`config.mk`:
```
export PLATFORM = sky130hd
export DESIGN_NAME = fetch_unit
export DESIGN_NICKNAME = d
export VERILOG_FILES = /design/src/rtl/fetch_pkg.sv /design/src/rtl/fetch_skid_buf.sv /design/src/rtl/fetch_unit.sv
export SDC_FILE = /design/constraint.sdc
export NUM_CORES = 1
export LEC_CHECK = 0
export BUFFER_PORTS_ARGS = -buffer_cell sky130_fd_sc_hd__buf_4
export CAP_MARGIN = 15
export CORE_MARGIN = 2
export CORE_UTILIZATION = 41
export CTS_BUF_LIST = sky130_fd_sc_hd__clkbuf_4 sky130_fd_sc_hd__clkbuf_8
export DETAILED_ROUTE_END_ITERATION = 8
export SETUP_SLACK_MARGIN = 0.4
export SKIP_LAST_GASP = 1
export SLEW_MARGIN = 10
export SYNTH_ARGS = -nofsm -noshare
export SYNTH_HDL_FRONTEND = slang
export SYNTH_SLANG_ARGS = --single-unit
```
`constraint.sdc`:
```
create_clock -name clk -period 6.3 [get_ports clk]
set_input_delay 1.26 -clock clk [delete_from_list [all_inputs] [get_ports clk]]
set_output_delay 1.26 -clock clk [all_outputs]
set_load 0.03 [all_outputs]
```
`src/rtl/fetch_pkg.sv`:
```
// Shared types and defaults for the instruction-fetch stage.
package fetch_pkg;

  typedef enum logic [1:0] {
    IDLE = 2'd0,
    REQ  = 2'd1,
    WAIT = 2'd2,
    DROP = 2'd3
  } fetch_state_e;

  localparam logic [31:0] NOP_INST_DEFAULT = 32'h0000_0000;
  localparam logic [31:0] RESET_PC_DEFAULT = 32'h0000_0000;

  typedef struct packed {
    logic [31:0] inst;
    logic [31:0] pc;
    logic [31:0] pc_plus_4;
  } fetch_bundle_t;

  // Tag an instruction word with its address and the wrapped sequential successor.
  function automatic fetch_bundle_t make_bundle(input logic [31:0] word, input logic [31:0] addr);
    fetch_bundle_t b;
    b.inst      = word;
    b.pc        = addr;
    b.pc_plus_4 = addr + 32'd4;
    return b;
  endfunction

endpackage

```
`src/rtl/fetch_skid_buf.sv`:
```
// One-entry holding register for a fetch bundle that arrived while the output was stalled.
module fetch_skid_buf
  import fetch_pkg::*;
(
  input  logic          clk,
  input  logic          rst,
  input  logic          load,
  input  logic          unload,
  input  logic          clear,
  input  fetch_bundle_t din,
  output fetch_bundle_t dout,
  output logic          full
);

  fetch_bundle_t data_q;

  // Occupancy flag: a load wins over a same-cycle unload so a refill is never lost.
  always_ff @(posedge clk) begin
    if (rst || clear) begin
      full <= 1'b0;
    end else if (load) begin
      full <= 1'b1;
    end else if (unload) begin
      full <= 1'b0;
    end
  end

  // Payload only; meaningless while full is low.
  always_ff @(posedge clk) begin
    if (load) begin
      data_q <= din;
    end
  end

  assign dout = data_q;

endmodule

```
`src/rtl/fetch_unit.sv`:
```
// Instruction-fetch stage: PC, single-outstanding imem reads, skid-buffered output to decode.
module fetch_unit
  import fetch_pkg::*;
#(
  parameter logic [31:0] RESET_PC = RESET_PC_DEFAULT,
  parameter logic [31:0] NOP_INST = NOP_INST_DEFAULT
) (
  input  logic        clk,
  input  logic        rst,
  input  logic        stall,
  input  logic        redirect,
  input  logic [31:0] redirect_pc,
  output logic        imem_req,
  output logic [31:0] imem_addr,
  input  logic        imem_gnt,
  input  logic        imem_rvalid,
  input  logic [31:0] imem_rdata,
  output logic [31:0] Inst,
  output logic [31:0] PC,
  output logic [31:0] PC_plus_4,
  output logic        valid
);

  fetch_state_e  state_q;
  logic [31:0]   pc_q;
  fetch_bundle_t out_q;
  logic          valid_q;

  fetch_bundle_t skid_dout;
  fetch_bundle_t rsp_bundle;
  logic          skid_full;
  logic          skid_load;
  logic          skid_unload;
  logic          consume;
  logic          slot_free;
  logic          rsp_accept;
  logic          grant;

  assign consume    = valid_q && !stall;
  assign slot_free  = !valid_q || !stall;
  assign rsp_accept = (state_q == WAIT) && imem_rvalid && !redirect;
  assign rsp_bundle = make_bundle(imem_rdata, pc_q);

  // Park the response when the output cannot take it, or when the skid is draining into the output.
  assign skid_load   = rsp_accept && (!slot_free || skid_full);
  assign skid_unload = consume && skid_full;

  // No new request while both the output and the skid are occupied and stalled.
  assign imem_req  = (state_q == REQ) && !(valid_q && stall && skid_full);
  assign imem_addr = pc_q;
  assign grant     = imem_req && imem_gnt;

  fetch_skid_buf u_skid (
    .clk    (clk),
    .rst    (rst),
    .load   (skid_load),
    .unload (skid_unload),
    .clear  (redirect),
    .din    (rsp_bundle),
    .dout   (skid_dout),
    .full   (skid_full)
  );

  // Fetch FSM and program counter.
  always_ff @(posedge clk) begin
    if (rst) begin
      state_q <= IDLE;
      pc_q    <= RESET_PC;
    end else begin
      case (state_q)
        IDLE: begin
          state_q <= REQ;
          if (redirect) pc_q <= redirect_pc;
        end
        REQ: begin
          if (redirect) begin
            pc_q    <= redirect_pc;
            state_q <= grant ? DROP : REQ;
          end else if (grant) begin
            state_q <= WAIT;
          end
        end
        WAIT: begin
          if (redirect) begin
            pc_q    <= redirect_pc;
            state_q <= imem_rvalid ? REQ : DROP;
          end else if (imem_rvalid) begin
            pc_q    <= pc_q + 32'd4;
            state_q <= REQ;
          end
        end
        DROP: begin
          if (redirect) pc_q <= redirect_pc;
          if (imem_rvalid) state_q <= REQ;
        end
        default: state_q <= IDLE;
      endcase
    end
  end

  // Output register toward decode: skid entry first, then a fresh response, else a bubble.
  always_ff @(posedge clk) begin
    if (rst) begin
      valid_q <= 1'b0;
      out_q   <= make_bundle(NOP_INST, RESET_PC);
    end else if (redirect) begin
      valid_q    <= 1'b0;
      out_q.inst <= NOP_INST;
    end else if (slot_free) begin
      if (skid_full) begin
        valid_q <= 1'b1;
        out_q   <= skid_dout;
      end else if (rsp_accept) begin
        valid_q <= 1'b1;
        out_q   <= rsp_bundle;
      end else if (consume) begin
        valid_q    <= 1'b0;
        out_q.inst <= NOP_INST;
      end
    end
  end

  assign Inst      = out_q.inst;
  assign PC        = out_q.pc;
  assign PC_plus_4 = out_q.pc_plus_4;
  assign valid     = valid_q;

endmodule
```
==> results of run 1 <==
## flip-flops by register name (all words and copies together) (netlist names)
name	flops
u_skid.dout	94
Inst	32
PC	32
imem_addr	32
PC_plus_4	30
state_q	2
u_skid.full	1
valid	1
## per-stage QoR
stage / util (%) / area, um2 / std cells / hold slack [ps]
final: 50.8 / 12200 / 1471 / 449
after detailed placement: 47.0 / 11300 / 1397 / 445
after CTS: 50.8 / 12200 / 1471 / 452
after global placement: 47.0 / 11300 / 1397 / 443
after global routing: 50.8 / 12200 / 1471 / 478
after floorplan: - / 9960 / 988 / 426
## worst max-delay path: stages
cell and delay (ps):
buf_4 100, and3b_1 810, nand2b_1 360, nor2_4 640
buf_4 640
## path summary, 6_finish.rpt
kind	startpoint	endpoint	slack, ps	cells after the start
worst max-delay path	imem_rvalid	u_skid.dout[36]$_DFFE_PP_	2610	5
worst min-delay path	PC_plus_4[5]$_SDFFE_PP0P_	PC_plus_4[5]$_SDFFE_PP0P_	450	2
worst max register to register	state_q[0]$_SDFFE_PP0P_	u_skid.dout[36]$_DFFE_PP_	3000	4
worst min register to register	PC_plus_4[5]$_SDFFE_PP0P_	PC_plus_4[5]$_SDFFE_PP0P_	450	2
## synth_stat cells, types with 4 or more instances
library cell  instances
nor2_1               94
a21oi_1              83
nand4_1              16
dfxtp_1             130
nor3_1               12
o221ai_1              9
inv_1                29
buf_2                19
o21a_1               20
o211ai_1             12
nand2_1              74
a22oi_1               7
mux2i_1              41
nand2b_1             13
buf_4                34
nor4_1                9
clkbuf_1             55
nand3_1              17
xor2_1               19
o21ai_0              42
edfxtp_1             94
xnor2_1              31
buf_1                11
and3_1                5
or2_2                 4
a211oi_1             66
## where the power goes
part           internal [mW]  switching, mW  total [mW]
clock network          0.935          0.605        1.54
registers               1.53         0.0421        1.57
logic                 0.0901          0.118       0.208
## kinds of logic after synthesis
logic type	Yosys count	share of synthesized area (%)
simple gates	270	13.6
compound gates	251	15.9
flops	224	54.5
buf+inv	151	7.38
xor+xnor	50	4.40
mux	41	4.12
fa+ha+maj	1	0.126
## final cells by class
cell class	instances	area [um2]
Tap cell	324	405
Inverter	29	109
Clock buffer	58	711
Fill cell	2310	11900
Sequential cell	224	5430
Timing Repair Buffer	207	1550
Clock inverter	16	210
Multi-Input combinational cell	613	3830
## placed cells by master, fill, tap and decap left out, types with 3 or more instances in the layout
master / n
a211oi_1: 66
a21oi_1: 83
a22oi_1: 7
and2_1: 3
and3_1: 5
buf_4: 207
bufinv_16: 5
clkbuf_4: 14
clkbuf_8: 44
clkinv_1: 3
clkinv_2: 5
dfxtp_1: 129
edfxtp_1: 94
inv_1: 29
mux2i_1: 41
nand2_1: 74
nand2b_1: 13
nand3_1: 17
nand4_1: 16
nor2_1: 91
nor3_1: 12
nor4_1: 9
o211ai_1: 12
o21a_1: 19
o21ai_0: 42
o21ai_1: 3
o221ai_1: 9
or2_2: 4
or3_1: 3
or4_4: 3
xnor2_1: 31
xor2_1: 19
## metal layers
metal	GRT usage, %	vias up	wire length [um]	part of all wire (%)
li1	-	3749	-	-
met1	26.3	3560	11900	47
met2	31.2	214	11400	45
met3	5.51	30	1780	7.0
met4	5.57	0	393	1.5
met5	0	-	0	0
==> results.yml, run 1 <==
logic_synthesis:
  syn_nets: 1059
  synthFlopType: "dfxtp_1"
  synthArstFlopShare_pct: 0
  synthCells: 988
  synth-edff-count: 94
  seq_area_frac_synth_pct: 54.5
  synth_area_leaders: "edfxtp_1 28%, dfxtp_1 26%, a211oi_1 5.0%, a21oi_1 4.2%, mux2i_1 4.1%"
  yosys_warnings: 0
  ys_types: 54
  synth_top_area_cell: "edfxtp_1"
  synth_area_um2: 9950
  ys_seq_elements: 224
  avgSynthCellArea_um2: 10.1
  synth_top_area_share_pct: 28.4
worst_setup_path:
  critical_path.endpoint_type: "register"
  cp_max_fo: 43
  critPathLaunchType: "input pin"
  path_class: "in2reg"
  cp_data_arrival_time_ps: 3850
  cp.required_ps: 6460
cts:
  cts_hold_buf: 0
  numClockSinks: 224
  cts_root_buffer: "clkbuf_8"
  cts_tree: "built"
  post_cts_resized: 0
  insertion_delay_ps: 540
  cts_setup_buffers: 0
  cts_buffers: 40
  path_clk_slew_ps: 60
  cts_max_level: 2
  cts_buffer_depth: 3
timing:
  rsz0062_at_grt: "false"
  relSlewSlack_pct: 22.5
  final.setup.tns_ps: 0
  finalHoldViolCount: 0
  timing.final.crit_share_pct: 58.6
  max_freq_mhz: 271
  period_minus_slack_ps: 3690
  worst_slew_pin_slew_ps: 1160
  worst_slack_ps: 2610
  setup_viol: 0
  final_max_slew_viol_count: 0
  fin_skew_ps: 28.8
cells_and_area:
  layout-drive-gt1-share_pct: 26.5
  diodes: 0
  areaGrowthSynthToFinish_pct: 23.0
  layout.nets: 1186
floorplanning:
  die_h_um: 160
  ios: 200
  die_area_um2: 25500
  num_rows: 57
  core_area_um2: 24100
  start_util_pct: 41.3
  die_w_um: 160
power:
  total_leakage_power_nw: 4.61
  vdd_drop_max_mv: 0.178
  p_per_area_nw_per_um2: 271
  p_total_mw: 3.32
detailed_routing:
  drt-total-wl_um: 25500
  antenna_left: 0
  first_pass_iters: 5
  viasPerCell: 5.13
  dr.first_iter.drc_count: 460
  routedWlPerCell_um: 17.4
  dr_total_vias: 7553
  drc: 0
hold_path:
  hold_path_class: "reg2reg"
grt:
  antenna_found_initial: 0
  globalRouteOverflowTotal: 0
  grt_use_total_pct: 19.6
  first_global_vias: 7360
  grt_pass1_wl_um: 40400
  grt_max_degree: 89
job:
  timing.max_cap.violations: 0
outcome:
  status: "completed"
placement:
  gp_congestion: 0.800
  hpwl_um: 16300
  post-place-ws_ps: 2120
  io_buffers: 199
(Power assumes the default switching activity.)
==> run 2, diff against run 1 <==
Clock period 6.3 ns to 3.75 ns, I/O delays scaled along.
==> results.yml, run 2 (same netlist as run 1, synthesis figures left out) <==
power:
  vdd_drop_max_mv: 0.254
  p_int_mw: 4.01
  pwr-share-seq_pct: 50.5
  switching_share_pct: 23.2
  p_per_area_nw_per_um2: 428
  p_switching_mw: 1.21
  pwr-share-clk_pct: 42.7
  pwr-share-comb_pct: 6.8
  total_leakage_power_nw: 4.61
worst_setup_path:
  crit_family: "buffers and inverters"
  crit_buf_inv: 2
  cp_max_fo: 37
  critical_path.endpoint_type: "output pin"
  path_common_cell: "buf_4"
  cp_data_arrival_time_ps: 1920
  reg2regPathDepth: 6
  max_stage_delay_ps: 410
  cp.depth: 4
  critPathSlowestCell: "dfxtp_1"
  path_class: "reg2out"
  cp.required_ps: 3000
  cp_cell_sequence: "and2_1, buf_4, a21oi_1, buf_4"
  critPathLaunchType: "register"
timing:
  final_max_slew_viol_count: 0
  final.setup.tns_ps: 0
  finalHoldViolCount: 0
  setup_viol: 0
  relSlewSlack_pct: 44.6
  timing.final.crit_share_pct: 71.1
  worst_slew_pin_slew_ps: 829
  rsz0062_at_grt: "false"
  period_minus_slack_ps: 2670
  fin_skew_ps: 11.9
  max_freq_mhz: 375
floorplanning:
  core_area_um2: 24100
  die_w_um: 160
  ios: 200
  num_rows: 57
  die_h_um: 160
  start_util_pct: 41.3
  die_area_um2: 25500
cts:
  cts_tree: "built"
  insertion_delay_ps: 520
  cts_buffer_depth: 3
  cts_root_buffer: "clkbuf_8"
  cts_buffers: 39
  cts_hold_buf: 0
  path_clk_slew_ps: 60
  post_cts_resized: 0
  cts_max_level: 2
  numClockSinks: 224
  cts_setup_buffers: 0
detailed_routing:
  drt-total-wl_um: 26100
  viasPerCell: 5.20
  drc: 0
  routedWlPerCell_um: 17.7
  antenna_left: 0
  dr.first_iter.drc_count: 500
  dr_total_vias: 7682
  first_pass_iters: 5
cells_and_area:
  areaGrowthSynthToFinish_pct: 22.6
  largest_reg_flops: 94
  final_common_cell: "buf_4"
  diodes: 0
  final_area_um2: 12200
  layout-drive-gt1-share_pct: 26.8
  final_cell_mix: "214 x buf_4, 129 x dfxtp_1, 94 x edfxtp_1"
  layout.nets: 1194
grt:
  grt_use_total_pct: 19.8
  first_global_vias: 7257
  antenna_found_initial: 0
  grt_pass1_wl_um: 40800
  grt_max_degree: 72
  globalRouteOverflowTotal: 0
hold_path:
  min_path_cells: 1
  hold_path_class: "in2reg"
placement:
  io_buffers: 199
  place_area_um2: 11400
  hpwl_um: 16700
  gp_congestion: 0.781
outcome:
  status: "completed"
job:
  timing.max_cap.violations: 0
[run 2: cell count changes in the layout (fill, tap and decap cells not counted)]
cell,delta
bufinv_16,-5
buf_4,+7
clkinv_4,-1
clkinv_2,-4
clkinvlp_4,-2
clkbuf_4,+8
buf_12,+2
[run 2: worst paths after layout]
path                             startpoint                         end  slack (ps)
setup / recovery         valid$_SDFFE_PP0P_                    imem_req        1080
hold / removal               imem_rdata[10]   u_skid.dout[74]$_DFFE_PP_         420
setup reg to reg  imem_addr[3]$_SDFFE_PP0P_  imem_addr[30]$_SDFFE_PP0P_        1140
hold reg to reg   PC_plus_4[7]$_SDFFE_PP0P_   PC_plus_4[7]$_SDFFE_PP0P_         450
[run 2: cell type report]
class	instances	area (um2)
clock buffer	66	771
clock inverter	4	16.3
fill	2304	11900
inverter	29	109
multi-input combinational	613	3830
sequential	224	5430
tap	324	405
timing repair buffer	216	1650
[run 2: routing by layer]
layer / GRT usage, % / share of wire, % / wire, um
met1: 28.3 / 48 / 12400
met4: 4.63 / 1.4 / 365
met5: 0 / 0 / 0
met3: 5.30 / 7.1 / 1840
met2: 30.0 / 44 / 11500
[run 2: power by group through the flow]
| stage | Sequential (mW) | Combinational, mW | Clock, mW |
|---|---|---|---|
| final | 2.64 | 0.353 | 2.23 |
| after global routing | 2.65 | 0.382 | 2.42 |
| after CTS | 2.64 | 0.356 | 2.30 |
| after detailed placement | 2.69 | 0.355 | 0 |
| after global placement | 2.69 | 0.351 | 0 |
| after floorplan | 2.66 | 0.248 | 0 |
[run 2: stage by stage]
step | std cells | util [%] | setup WS, ps | hold slack [ps] | power, mW
after floorplan | 988 | - | 432 | 426 | 2.91
after global placement | 1406 | 47.4 | 1010 | 442 | 3.04
after detailed placement | 1406 | 47.4 | 945 | 447 | 3.05
after CTS | 1476 | 50.6 | 1040 | 388 | 5.30
after global routing | 1476 | 50.6 | 922 | 380 | 5.45
final | 1476 | 50.6 | 1080 | 423 | 5.23
